File: config.mk
export PLATFORM = sky130hd
export DESIGN_NAME = hilo_muldiv_flat
export DESIGN_NICKNAME = d
export VERILOG_FILES = /design/src/rtl/hilo_muldiv_pkg.sv /design/src/rtl/hilo_muldiv_if.sv /design/src/rtl/hilo_muldiv_iter_core.sv /design/src/rtl/hilo_muldiv.sv /design/src/flat_wrapper.sv
export SDC_FILE = /design/constraint.sdc
export NUM_CORES = 1
export LEC_CHECK = 0
export BUFFER_PORTS_ARGS = -buffer_cell sky130_fd_sc_hd__buf_2
export CORE_MARGIN = 1.5
export CORE_UTILIZATION = 60
export DETAILED_ROUTE_END_ITERATION = 16
export GPL_TIMING_DRIVEN = 0
export PLACE_DENSITY = 0.83
export SLEW_MARGIN = 5
export SYNTH_ARGS = -nofsm -noshare
export SYNTH_HDL_FRONTEND = slang
export SYNTH_HIERARCHICAL = 1
export SYNTH_SLANG_ARGS = --single-unit
File: constraint.sdc
create_clock -name clk -period 9.8 [get_ports clk]
set_input_delay 0.98 -clock clk [delete_from_list [all_inputs] [get_ports clk]]
set_output_delay 0.98 -clock clk [all_outputs]
set_load 0.005 [all_outputs]
File: src/rtl/hilo_muldiv_pkg.sv
`default_nettype none
// ============================================================================
// Module      : hilo_muldiv_pkg
// Description : Opcodes, FSM state encoding and widths shared by the
//               HI/LO multiply/divide unit and its testbench.
// Revision    : 1.0 - initial release
// ============================================================================
package hilo_muldiv_pkg;

  localparam int c_DATA_W = 32;
  localparam int c_OP_W   = 2;

  localparam logic [1:0] c_MD_MULT  = 2'b00;
  localparam logic [1:0] c_MD_MULTU = 2'b01;
  localparam logic [1:0] c_MD_DIV   = 2'b10;
  localparam logic [1:0] c_MD_DIVU  = 2'b11;

  typedef enum logic [1:0] {
    S_IDLE = 2'd0,
    S_CALC = 2'd1,
    S_DONE = 2'd2
  } state_t;

endpackage
`default_nettype wire

File: src/rtl/hilo_muldiv_if.sv
`default_nettype none
// ============================================================================
// Module      : hilo_muldiv_if
// Description : EX-stage request / HI-LO write-port bundle of the muldiv unit.
//               master = pipeline side, slave = muldiv unit.
// Revision    : 1.0 - initial release
// ============================================================================
interface hilo_muldiv_if #(
  parameter int DATA_W = 32,
  parameter int OP_W   = 2
);
  logic              start;
  logic [OP_W-1:0]   md_op;
  logic [DATA_W-1:0] src_a;
  logic [DATA_W-1:0] src_b;
  logic              cancel;
  logic              stall;
  logic              busy;
  logic              hi_we;
  logic [DATA_W-1:0] hi_wdata;
  logic              lo_we;
  logic [DATA_W-1:0] lo_wdata;

  modport master (
    output start, md_op, src_a, src_b, cancel,
    input  stall, busy, hi_we, hi_wdata, lo_we, lo_wdata
  );

  modport slave (
    input  start, md_op, src_a, src_b, cancel,
    output stall, busy, hi_we, hi_wdata, lo_we, lo_wdata
  );
endinterface
`default_nettype wire

File: src/rtl/hilo_muldiv_iter_core.sv
`default_nettype none
// ============================================================================
// Module      : hilo_muldiv_iter_core
// Description : 64-bit shift register plus 33-bit add/sub datapath. Performs
//               one shift-add multiply step or one restoring divide step per
//               step pulse. acc_nxt exposes the value the next step will hold
//               so the caller can capture the final result on the last edge.
// Revision    : 1.0 - initial release
// ============================================================================
module hilo_muldiv_iter_core #(
  parameter int DATA_W = 32
) (
  input  logic                  clk,
  input  logic                  rst_n,
  input  logic                  load,
  input  logic                  step,
  input  logic                  is_div,
  input  logic [DATA_W-1:0]     opa,      // multiplier / dividend magnitude
  input  logic [DATA_W-1:0]     opb,      // multiplicand / divisor magnitude
  output logic [2*DATA_W-1:0]   acc_nxt
);

  logic [2*DATA_W-1:0] r_acc;
  logic [DATA_W-1:0]   r_b;
  logic [DATA_W:0]     w_sum;
  logic [DATA_W:0]     w_rem_sh;
  logic                w_ge;
  logic [DATA_W-1:0]   w_diff;

  // Single-step datapath. Multiply: add multiplicand into the upper half when
  // the LSB is set, then shift the 33-bit sum back in. Divide: shift the
  // partial remainder left and subtract the divisor if it fits. When the
  // subtract succeeds the true difference is below the divisor, so 32 bits
  // of it are enough.
  always_comb begin
    w_sum    = {1'b0, r_acc[2*DATA_W-1:DATA_W]} + (r_acc[0] ? {1'b0, r_b} : '0);
    w_rem_sh = r_acc[2*DATA_W-1:DATA_W-1];
    w_ge     = (w_rem_sh >= {1'b0, r_b});
    w_diff   = w_rem_sh[DATA_W-1:0] - r_b;
    if (is_div) begin
      acc_nxt = w_ge ? {w_diff, r_acc[DATA_W-2:0], 1'b1}
                     : {r_acc[2*DATA_W-2:0], 1'b0};
    end else begin
      acc_nxt = {w_sum, r_acc[DATA_W-1:1]};
    end
  end

  // Accumulator and second-operand registers.
  always_ff @(posedge clk or negedge rst_n) begin
    if (!rst_n) begin
      r_acc <= '0;
      r_b   <= '0;
    end else if (load) begin
      r_acc <= {{DATA_W{1'b0}}, opa};
      r_b   <= opb;
    end else if (step) begin
      r_acc <= acc_nxt;
    end
  end

endmodule
`default_nettype wire

File: src/rtl/hilo_muldiv.sv
`default_nettype none
// ============================================================================
// Module      : hilo_muldiv
// Description : Iterative MULT/MULTU/DIV/DIVU unit feeding the HI/LO write
//               port. Sign pre-processing, iteration FSM, result sign fix-up
//               and the registered one-cycle HI/LO write pulse.
// Revision    : 1.0 - initial release
// ============================================================================
module hilo_muldiv
  import hilo_muldiv_pkg::*;
#(
  parameter int DATA_W = 32,
  parameter int OP_W   = 2
) (
  input  logic           clk,
  input  logic           rst_n,
  hilo_muldiv_if.slave   md
);

  localparam int             CNT_W  = $clog2(DATA_W);
  localparam logic [CNT_W-1:0] c_LAST = CNT_W'(DATA_W - 1);

  state_t              r_state;
  state_t              w_state_nxt;
  logic [CNT_W-1:0]    r_cnt;
  logic [OP_W-1:0]     r_op;
  logic                r_neg_res;
  logic                r_neg_rem;
  logic                r_dbz;
  logic [DATA_W-1:0]   r_src_a;
  logic                r_busy;
  logic                r_we;
  logic [DATA_W-1:0]   r_hi_wdata;
  logic [DATA_W-1:0]   r_lo_wdata;

  logic                w_load;
  logic                w_step;
  logic                w_signed_op;
  logic                w_neg_a;
  logic                w_neg_b;
  logic [DATA_W-1:0]   w_mag_a;
  logic [DATA_W-1:0]   w_mag_b;
  logic                w_is_div;
  logic [2*DATA_W-1:0] w_acc_nxt;
  logic [2*DATA_W-1:0] w_prod;
  logic [DATA_W-1:0]   w_quo;
  logic [DATA_W-1:0]   w_rem;
  logic [DATA_W-1:0]   w_hi_res;
  logic [DATA_W-1:0]   w_lo_res;

  // Operand magnitudes; -0x8000_0000 wraps to 2^31, which is the correct
  // unsigned magnitude.
  assign w_signed_op = (md.md_op == c_MD_MULT) || (md.md_op == c_MD_DIV);
  assign w_neg_a     = w_signed_op & md.src_a[DATA_W-1];
  assign w_neg_b     = w_signed_op & md.src_b[DATA_W-1];
  assign w_mag_a     = w_neg_a ? -md.src_a : md.src_a;
  assign w_mag_b     = w_neg_b ? -md.src_b : md.src_b;
  assign w_is_div    = (r_op == c_MD_DIV) || (r_op == c_MD_DIVU);

  hilo_muldiv_iter_core #(.DATA_W(DATA_W)) u_core (
    .clk     (clk),
    .rst_n   (rst_n),
    .load    (w_load),
    .step    (w_step),
    .is_div  (w_is_div),
    .opa     (w_mag_a),
    .opb     (w_mag_b),
    .acc_nxt (w_acc_nxt)
  );

  // Next-state logic; cancel in CALC aborts, DONE always commits.
  always_comb begin
    w_state_nxt = r_state;
    w_load      = 1'b0;
    w_step      = 1'b0;
    case (r_state)
      S_IDLE: begin
        if (md.start && !md.cancel) begin
          w_state_nxt = S_CALC;
          w_load      = 1'b1;
        end
      end
      S_CALC: begin
        if (md.cancel) begin
          w_state_nxt = S_IDLE;
        end else begin
          w_step = 1'b1;
          if (r_cnt == c_LAST) w_state_nxt = S_DONE;
        end
      end
      S_DONE:  w_state_nxt = S_IDLE;
      default: w_state_nxt = S_IDLE;
    endcase
  end

  // Pipeline hold; forced low while reset is asserted.
  assign md.stall = rst_n & (((r_state == S_IDLE) & md.start & ~md.cancel) |
                             (r_state == S_CALC));

  // Final result from the value the last step produces. Divide-by-zero
  // bypasses the sign fix and reports the raw dividend.
  always_comb begin
    w_prod   = r_neg_res ? -w_acc_nxt : w_acc_nxt;
    w_quo    = w_acc_nxt[DATA_W-1:0];
    w_rem    = w_acc_nxt[2*DATA_W-1:DATA_W];
    w_hi_res = w_prod[2*DATA_W-1:DATA_W];
    w_lo_res = w_prod[DATA_W-1:0];
    if (w_is_div) begin
      if (r_dbz) begin
        w_lo_res = '1;
        w_hi_res = r_src_a;
      end else begin
        w_lo_res = r_neg_res ? -w_quo : w_quo;
        w_hi_res = r_neg_rem ? -w_rem : w_rem;
      end
    end
  end

  // State, iteration counter and the operation context latched at start.
  always_ff @(posedge clk or negedge rst_n) begin
    if (!rst_n) begin
      r_state   <= S_IDLE;
      r_cnt     <= '0;
      r_op      <= '0;
      r_neg_res <= 1'b0;
      r_neg_rem <= 1'b0;
      r_dbz     <= 1'b0;
      r_src_a   <= '0;
    end else begin
      r_state <= w_state_nxt;
      if (w_load) begin
        r_cnt     <= '0;
        r_op      <= md.md_op;
        r_neg_res <= w_neg_a ^ w_neg_b;
        r_neg_rem <= w_neg_a;
        r_dbz     <= (md.src_b == '0);
        r_src_a   <= md.src_a;
      end else if (w_step) begin
        r_cnt <= r_cnt + CNT_W'(1);
      end
    end
  end

  // Registered busy flag, write pulse and HI/LO data (data held between ops).
  always_ff @(posedge clk or negedge rst_n) begin
    if (!rst_n) begin
      r_busy     <= 1'b0;
      r_we       <= 1'b0;
      r_hi_wdata <= '0;
      r_lo_wdata <= '0;
    end else begin
      r_busy <= (w_state_nxt != S_IDLE);
      r_we   <= (w_state_nxt == S_DONE);
      if (w_state_nxt == S_DONE) begin
        r_hi_wdata <= w_hi_res;
        r_lo_wdata <= w_lo_res;
      end
    end
  end

  assign md.busy     = r_busy;
  assign md.hi_we    = r_we;
  assign md.lo_we    = r_we;
  assign md.hi_wdata = r_hi_wdata;
  assign md.lo_wdata = r_lo_wdata;

endmodule
`default_nettype wire

File: src/flat_wrapper.sv
// flat-port wrapper written by rule: the top's interface ports become plain ports
module hilo_muldiv_flat import hilo_muldiv_pkg::*;
#(
  parameter int DATA_W = 32,
  parameter int OP_W   = 2
)
  (clk, rst_n, md_start, md_md_op, md_src_a, md_src_b, md_cancel, md_stall, md_busy, md_hi_we, md_hi_wdata, md_lo_we, md_lo_wdata);
  hilo_muldiv_if #(.DATA_W(DATA_W), .OP_W(OP_W)) md_i ();
  input  logic clk;
  input  logic rst_n;
  input wire logic [$bits(md_i.start)-1:0] md_start;
  input wire logic [$bits(md_i.md_op)-1:0] md_md_op;
  input wire logic [$bits(md_i.src_a)-1:0] md_src_a;
  input wire logic [$bits(md_i.src_b)-1:0] md_src_b;
  input wire logic [$bits(md_i.cancel)-1:0] md_cancel;
  output wire logic [$bits(md_i.stall)-1:0] md_stall;
  output wire logic [$bits(md_i.busy)-1:0] md_busy;
  output wire logic [$bits(md_i.hi_we)-1:0] md_hi_we;
  output wire logic [$bits(md_i.hi_wdata)-1:0] md_hi_wdata;
  output wire logic [$bits(md_i.lo_we)-1:0] md_lo_we;
  output wire logic [$bits(md_i.lo_wdata)-1:0] md_lo_wdata;
  assign md_i.start = md_start;
  assign md_i.md_op = md_md_op;
  assign md_i.src_a = md_src_a;
  assign md_i.src_b = md_src_b;
  assign md_i.cancel = md_cancel;
  assign md_stall = md_i.stall;
  assign md_busy = md_i.busy;
  assign md_hi_we = md_i.hi_we;
  assign md_hi_wdata = md_i.hi_wdata;
  assign md_lo_we = md_i.lo_we;
  assign md_lo_wdata = md_i.lo_wdata;
  hilo_muldiv #(.DATA_W(DATA_W), .OP_W(OP_W)) u_core (.clk(clk), .rst_n(rst_n), .md(md_i));
endmodule
Yosys cells after proc, flatten, opt, wreduce, memory -nomap -nowiden. Cells that the tools add are included.

Input bits: 70. Bits in registers: 206. Output and inout bits: 68. Word-level logic and storage cells: 69.

Muxes and demuxes: 24. Bitwise operators: 8. Add/subtract/negate cells: 8. Reductions and logical operators: 9. Magnitude comparators: 1. Eq/ne operators: 6.

Operators by type and width (count): $mux 64 (5); $mux 32 (9); $neg 32->32 (4); $neg 64->64 (1); $add 32x33->33 (1); $ge 33x32->1 (1); $logic_not 32->1 (1); $sub 32x32->32 (1); $mux 5 (2); $eq 2x2->1 const B (4); $mux 2 (3); $add 5x1->5 const B (1); $and 1x1->1 (5); $eq 5x5->1 const B (1); $logic_not 2->1 (2); $mux 1 (4); $pmux 2 s2 (1); $reduce_bool 2->1 (2); $eq 2x1->1 const B (1); $logic_or 1x1->1 (2); $logic_and 1x1->1 (1); $logic_not 1->1 (1); $not 1->1 (1); $or 1x1->1 (1); $xor 1x1->1 (1).

Depth between registers and ports, before layout.
Depth after elaboration: 7. Mapped depth: 21. Mapped depth without buffers: 19.

By module. The synthesis kept the hierarchy.

Modules (own cells, without submodules): hilo_muldiv_iter_core (seq. area each 2402.3 um2, instances 1, area each 8762.2 um2, cells each 1052); hilo_muldiv (seq. area each 2727.6 um2, instances 1, area each 8282.9 um2, cells each 1057).

Worst setup path before layout. Ideal clock, no wire load.

Kind: flip-flop to flip-flop. From: reg u_core.u_core.r_acc[35]. To: reg u_core.r_hi_wdata[30] (netlist: u_core/md.hi_wdata[30]). Data arrival time: 4716 ps. Cell stages (with the launch flop): 17. Required time: 9669 ps. Setup slack: 4953 ps. Setup time: 131 ps. Path buffers: 2. Clock period less this slack: 4847 ps. Path through: dfrtp_1 > ha_1 > a21o_1 > a31o_1 > o211ai_1 > nand3_2 > a311oi_4 > buf_4 > o21ai_1 > a21o_1 > or4b_2 > clkbuf_1 > or4_1 > nor4bb_1 > mux2_2 > nand2_1 > o211ai_1.

Cells in the longest elaborated chain, start to end: 7. Elaborated cells on any way between the ends: 11. Classes of those cells: 4 x add/sub; 1 x order compare; 6 x mux.

RTL lines: start: declaration (line hilo_muldiv_iter_core.sv:23) `logic [2*DATA_W-1:0] r_acc;`; start signal: assignment (line hilo_muldiv_iter_core.sv:54) `r_acc <= {{DATA_W{1'b0}}, opa};`; start signal: assignment (line hilo_muldiv_iter_core.sv:57) `r_acc <= acc_nxt;`; $ge 33x32->1 (line hilo_muldiv_iter_core.sv:38) `w_ge = (w_rem_sh >= {1'b0, r_b});`; $mux 64 (line hilo_muldiv_iter_core.sv:41) `acc_nxt = w_ge ? {w_diff, r_acc[DATA_W-2:0], 1'b1}`; $mux 64 * (line hilo_muldiv_iter_core.sv:40) `if (is_div) begin`; named net u_core.w_acc_nxt[34] (line hilo_muldiv.sv:44) `logic [2*DATA_W-1:0] w_acc_nxt;`; $neg 32->32 (line hilo_muldiv.sv:114) `w_hi_res = r_neg_rem ? -w_rem : w_rem;`; $mux 32 (line hilo_muldiv.sv:114); $mux 32 (line hilo_muldiv.sv:109) `if (r_dbz) begin`; $mux 32 * (line hilo_muldiv.sv:108) `if (w_is_div) begin`; end signal: assignment (line hilo_muldiv.sv:155) `r_hi_wdata <= w_hi_res;`; end: declaration (line hilo_muldiv.sv:33) `logic [DATA_W-1:0] r_hi_wdata;`.

Mark *: on every way through the listed nets, which the timed path passes. The rest lies on a longest branch. A chain may end at the register's enable or synchronous reset.

Worst setup path after layout.
From: reg u_core.u_core.r_acc[0]. To: reg u_core.r_hi_wdata[31] (netlist: u_core/md.hi_wdata[31]).

Cells in the longest elaborated chain, start to end: 7. Elaborated cells on any way between the ends: 10. Classes of those cells: 3 x add/sub; 7 x mux.

RTL lines: $mux 32 * (line hilo_muldiv_iter_core.sv:36) `w_sum = {1'b0, r_acc[2*DATA_W-1:DATA_W]} + (r_acc[0] ? {1'b0, r_b} : '0);`; $add 32x33->33 * (line hilo_muldiv_iter_core.sv:36); $mux 64 * (line hilo_muldiv_iter_core.sv:40); named net u_core.w_acc_nxt[43] (line hilo_muldiv.sv:44); $neg 32->32 (line hilo_muldiv.sv:114); $mux 32 (line hilo_muldiv.sv:114); $mux 32 (line hilo_muldiv.sv:109); $mux 32 * (line hilo_muldiv.sv:108).

Marked as above.

==> impl_metrics.toml <==
[status]
status = "finished clean"

[finish]
final_area_mm2 = 0.01909
finalNonFillerCells = 2672
layout_common_cells = "300 x nand2_1, 205 x dfrtp_1, 167 x o21ai_0"
drive_gt1_share_pct = 12.47
nets = 2417
syn_to_final_growth_pct = 12.02
post-route-util_pct = 68.54
mostFrequentLayoutCell = "nand2_1"
fillerInstances = 2243

[sta]
min_period_over_period_pct = 67.34
fin_worst_skew_ns = 0.02160
setup_viol_count_final = 0
hold_viol = 0
layout_min_cycle_time_ns = 6.599
tns_ns = 0
clock.fmax_ghz = 0.1515
slew_headroom_pct = 7.341
final_max_slew_viol_count = 0
rsz0062_at_grt = "no"
worst_slew_pin_slew_ns = 1.377

[placement]
place_hpwl_um = 49860
gp_congestion = 1.005
dp.cells = 2626
numPortBuffers = 137
place_area_mm2 = 0.01826

[grt]
grt_usage_pct = 44.67
grt_pass1_wl_um = 99450
grt_max_degree = 106
antenna_found_initial = 1
grt_overflow = 0
first_global_vias = 17020

[hold_path]
hold_class = "input pin to async pin"

[cts]
post_cts_resize_count = 0
insertion_delay_ns = 0.56
numCtsBuffers = 25
cts_tree = "yes"
cts_buffer_depth = 3
cts.clk_slew.worst_paths_ns = 0.06
cts.sinks = 205
cts-root-buf = "clkbuf_16"
ctsHoldBuffers = 0
htree_levels = 1
post_cts_buffers = 0

[setup_path]
cp.required_ns = 10.23
critical_path_class = "flop to flop"
worstReg2RegStart = "u_core/u_core/r_acc[0]$_DFFE_PN0P_"
ff2ff_setup_slack_ns = 3.20
endpoint = "u_core/md.hi_wdata[31]$_DFFE_PN0N_"
startpoint = "u_core/u_core/r_acc[0]$_DFFE_PN0P_"
r2r-end = "u_core/md.hi_wdata[31]$_DFFE_PN0N_"
worstSetupEndpointType = "flop"
rr_worst_depth = 19
cp_max_fo = 10
cp-start-kind = "flop"
worstPathArrival_ns = 7.03

[route]
vias_per_cell = 6.816
antenna_left = 0
vias = 18210
drt_iter0_drc = 2602
drc = 0
routed_wl_um = 65680
dr.pass1.iters = 6
wl_per_cell_um = 24.58

[synthesis]
ys_warn_count = 6
ys_seq_area_share_pct = 30.10
muxShareOfSynthArea_pct = 6.966
synthAdderAreaFrac_pct = 5.373
synthSimpleGateAreaFrac_pct = 21.64
synth_cell_types = 93
synth_top_family_by_area = "compound AO/OA/AOI/OAI gates"
synthesis.nets = 2251
synth_xor_area_share_pct = 8.677
synth.avg_cell_area_um2 = 8.082
synth-compound-area-share_pct = 22.40
syn_area_mm2 = 0.01705
synthFlopType = "dfrtp_1"
synthCells = 2109
synth_seq_cells = 205
async_reset_ff_share_pct = 100.0
synth_edf_count = 0

[run]
maxCapViolCount = 0

[power]
leakagePower_nw = 8.628
finalPower_mw = 5.369
p_per_area_mw_per_mm2 = 281.2
ir_worst_vdd_uv = 218.0

[floorplan]
ioPinCount = 138
core-area_mm2 = 0.02786
initial_utilization_pct = 61.19
fp.dieArea_mm2 = 0.02943
die_width_um = 171.6
die_y_um = 171.6
rows = 61
cell usage after synthesis (9+ instances only):
cell | number | area [µm²]
o21ai_1 | 13 | 65.06
xnor2_1 | 88 | 770.7
nand2_1 | 300 | 1126
buf_2 | 12 | 60.06
mux2i_1 | 77 | 770.7
o21ai_0 | 167 | 835.8
a21o_1 | 37 | 277.8
o21a_1 | 17 | 127.6
a211oi_1 | 12 | 90.09
xor2_1 | 79 | 691.9
a21oi_1 | 129 | 645.6
nor4_1 | 23 | 143.9
o211a_1 | 9 | 90.09
or2_2 | 16 | 100.1
o31ai_1 | 33 | 247.7
ha_1 | 70 | 875.8
nand3_1 | 40 | 200.2
nand4_1 | 20 | 125.1
buf_1 | 13 | 48.80
or3_1 | 28 | 175.2
nand2b_1 | 21 | 131.4
o41ai_1 | 15 | 131.4
nor2_1 | 160 | 600.6
a31oi_1 | 23 | 143.9
clkbuf_1 | 101 | 379.1
o211ai_1 | 17 | 127.6
and3_1 | 19 | 118.9
inv_1 | 62 | 232.7
or4_1 | 24 | 180.2
and2_1 | 36 | 225.2
mux2_2 | 37 | 416.7
nor3_1 | 44 | 220.2
dfrtp_1 | 205 | 5130
cells by family after synthesis:
logic type / after synthesis
AOI/OAI and AO/OA: 580
and+or+nand+nor: 770
DFF: 205
xor gates and xnor gates: 168
buffers and inverters: 200
adders and majority gates: 72
muxes: 114
report_power, final:
part / total [mW] / internal (mW) / switching, mW
Combinational: 3.24 / 1.13 / 2.11
Clock: 0.950 / 0.559 / 0.390
Sequential: 1.18 / 1.00 / 0.177
Total: 5.37 / 2.69 / 2.68
per-stage QoR:
step / hold WS [ns] / setup WS (ns)
after detailed placement: 0.4641 / 3.492
after floorplan: 0.4369 / 4.953
after global placement: 0.4594 / 3.509
final: 0.4717 / 3.201
after CTS: 0.4863 / 3.464
after global routing: 0.4984 / 3.217
how the worst min path moves through the flow:
stage | slack, ns | from | cells after the start | endpoint
2_1_floorplan | 0.44 | u_core/r_src_a[15]$_DFFE_PN0P_ | 2 | u_core/r_src_a[15]$_DFFE_PN0P_
3_3_place_gp | 0.46 | u_core/md.hi_wdata[0]$_DFFE_PN0N_ | 2 | u_core/md.hi_wdata[0]$_DFFE_PN0N_
3_5_place_dp | 0.46 | u_core/r_src_a[7]$_DFFE_PN0P_ | 2 | u_core/r_src_a[7]$_DFFE_PN0P_
4_1_cts | 0.49 | u_core/r_src_a[24]$_DFFE_PN0P_ | 2 | u_core/r_src_a[24]$_DFFE_PN0P_
5_1_grt | 0.50 | u_core/r_src_a[29]$_DFFE_PN0P_ | 2 | u_core/r_src_a[29]$_DFFE_PN0P_
6_report | 0.47 | rst_n | 1 | u_core/u_core/r_b[26]$_DFFE_PN0P_
registers in the layout (all words and copies together), names as in the netlist:
register	cells
u_core/r_op	1
u_core/r_cnt	5
u_core/r_neg_rem	1
u_core/u_core/r_acc	64
u_core/md.busy	1
u_core/u_core/r_b	32
u_core/r_state	2
u_core/md.hi_we	1
u_core/md.lo_wdata	32
u_core/r_dbz	1
u_core/r_src_a	32
u_core/r_neg_res	1
u_core/md.hi_wdata	32
worst max-delay path, stage by stage, from the launching register on:
cell	delay (ns)
dfrtp_1	0.55
clkbuf_1	0.40
and2_1	0.26
ha_1	0.26
fa_1	0.46
a211oi_1	0.30
o21ai_1	0.18
a22o_1	0.32
o21a_1	0.19
nor2_1	0.15
xnor2_1	0.11
nor2_1	0.09
a21oi_1	0.08
clkbuf_1	0.32
nor4_2	0.89
nand3_1	0.48
or3_2	0.67
o41ai_4	0.33
xnor2_1	0.11
a211o_1	0.29
per-layer routing:
layer	wire length (µm)	GRT usage, %	up-vias
li1	-	-	7915
met1	26140	61.66	8630
met2	27110	65.73	1370
met3	8683	10.29	297
met4	3741	21.70	0
met5	0	0	-
cell type report:
cell class | count | area, µm² | area share (%)
Clock buffer | 39 | 758.2 | 3.971
Multi-Input combinational cell | 1704 | 11100 | 58.12
Timing Repair Buffer | 139 | 730.7 | 3.827
Sequential cell | 205 | 5130 | 26.87
Buffer | 136 | 585.6 | 3.067
Inverter | 64 | 240.2 | 1.258
Tap cell | 378 | 473.0 | 2.477
Antenna cell | 1 | 2.502 | 0.01311
Clock inverter | 6 | 76.32 | 0.3997
No activity file was read; power rests on OpenSTA's default activity.
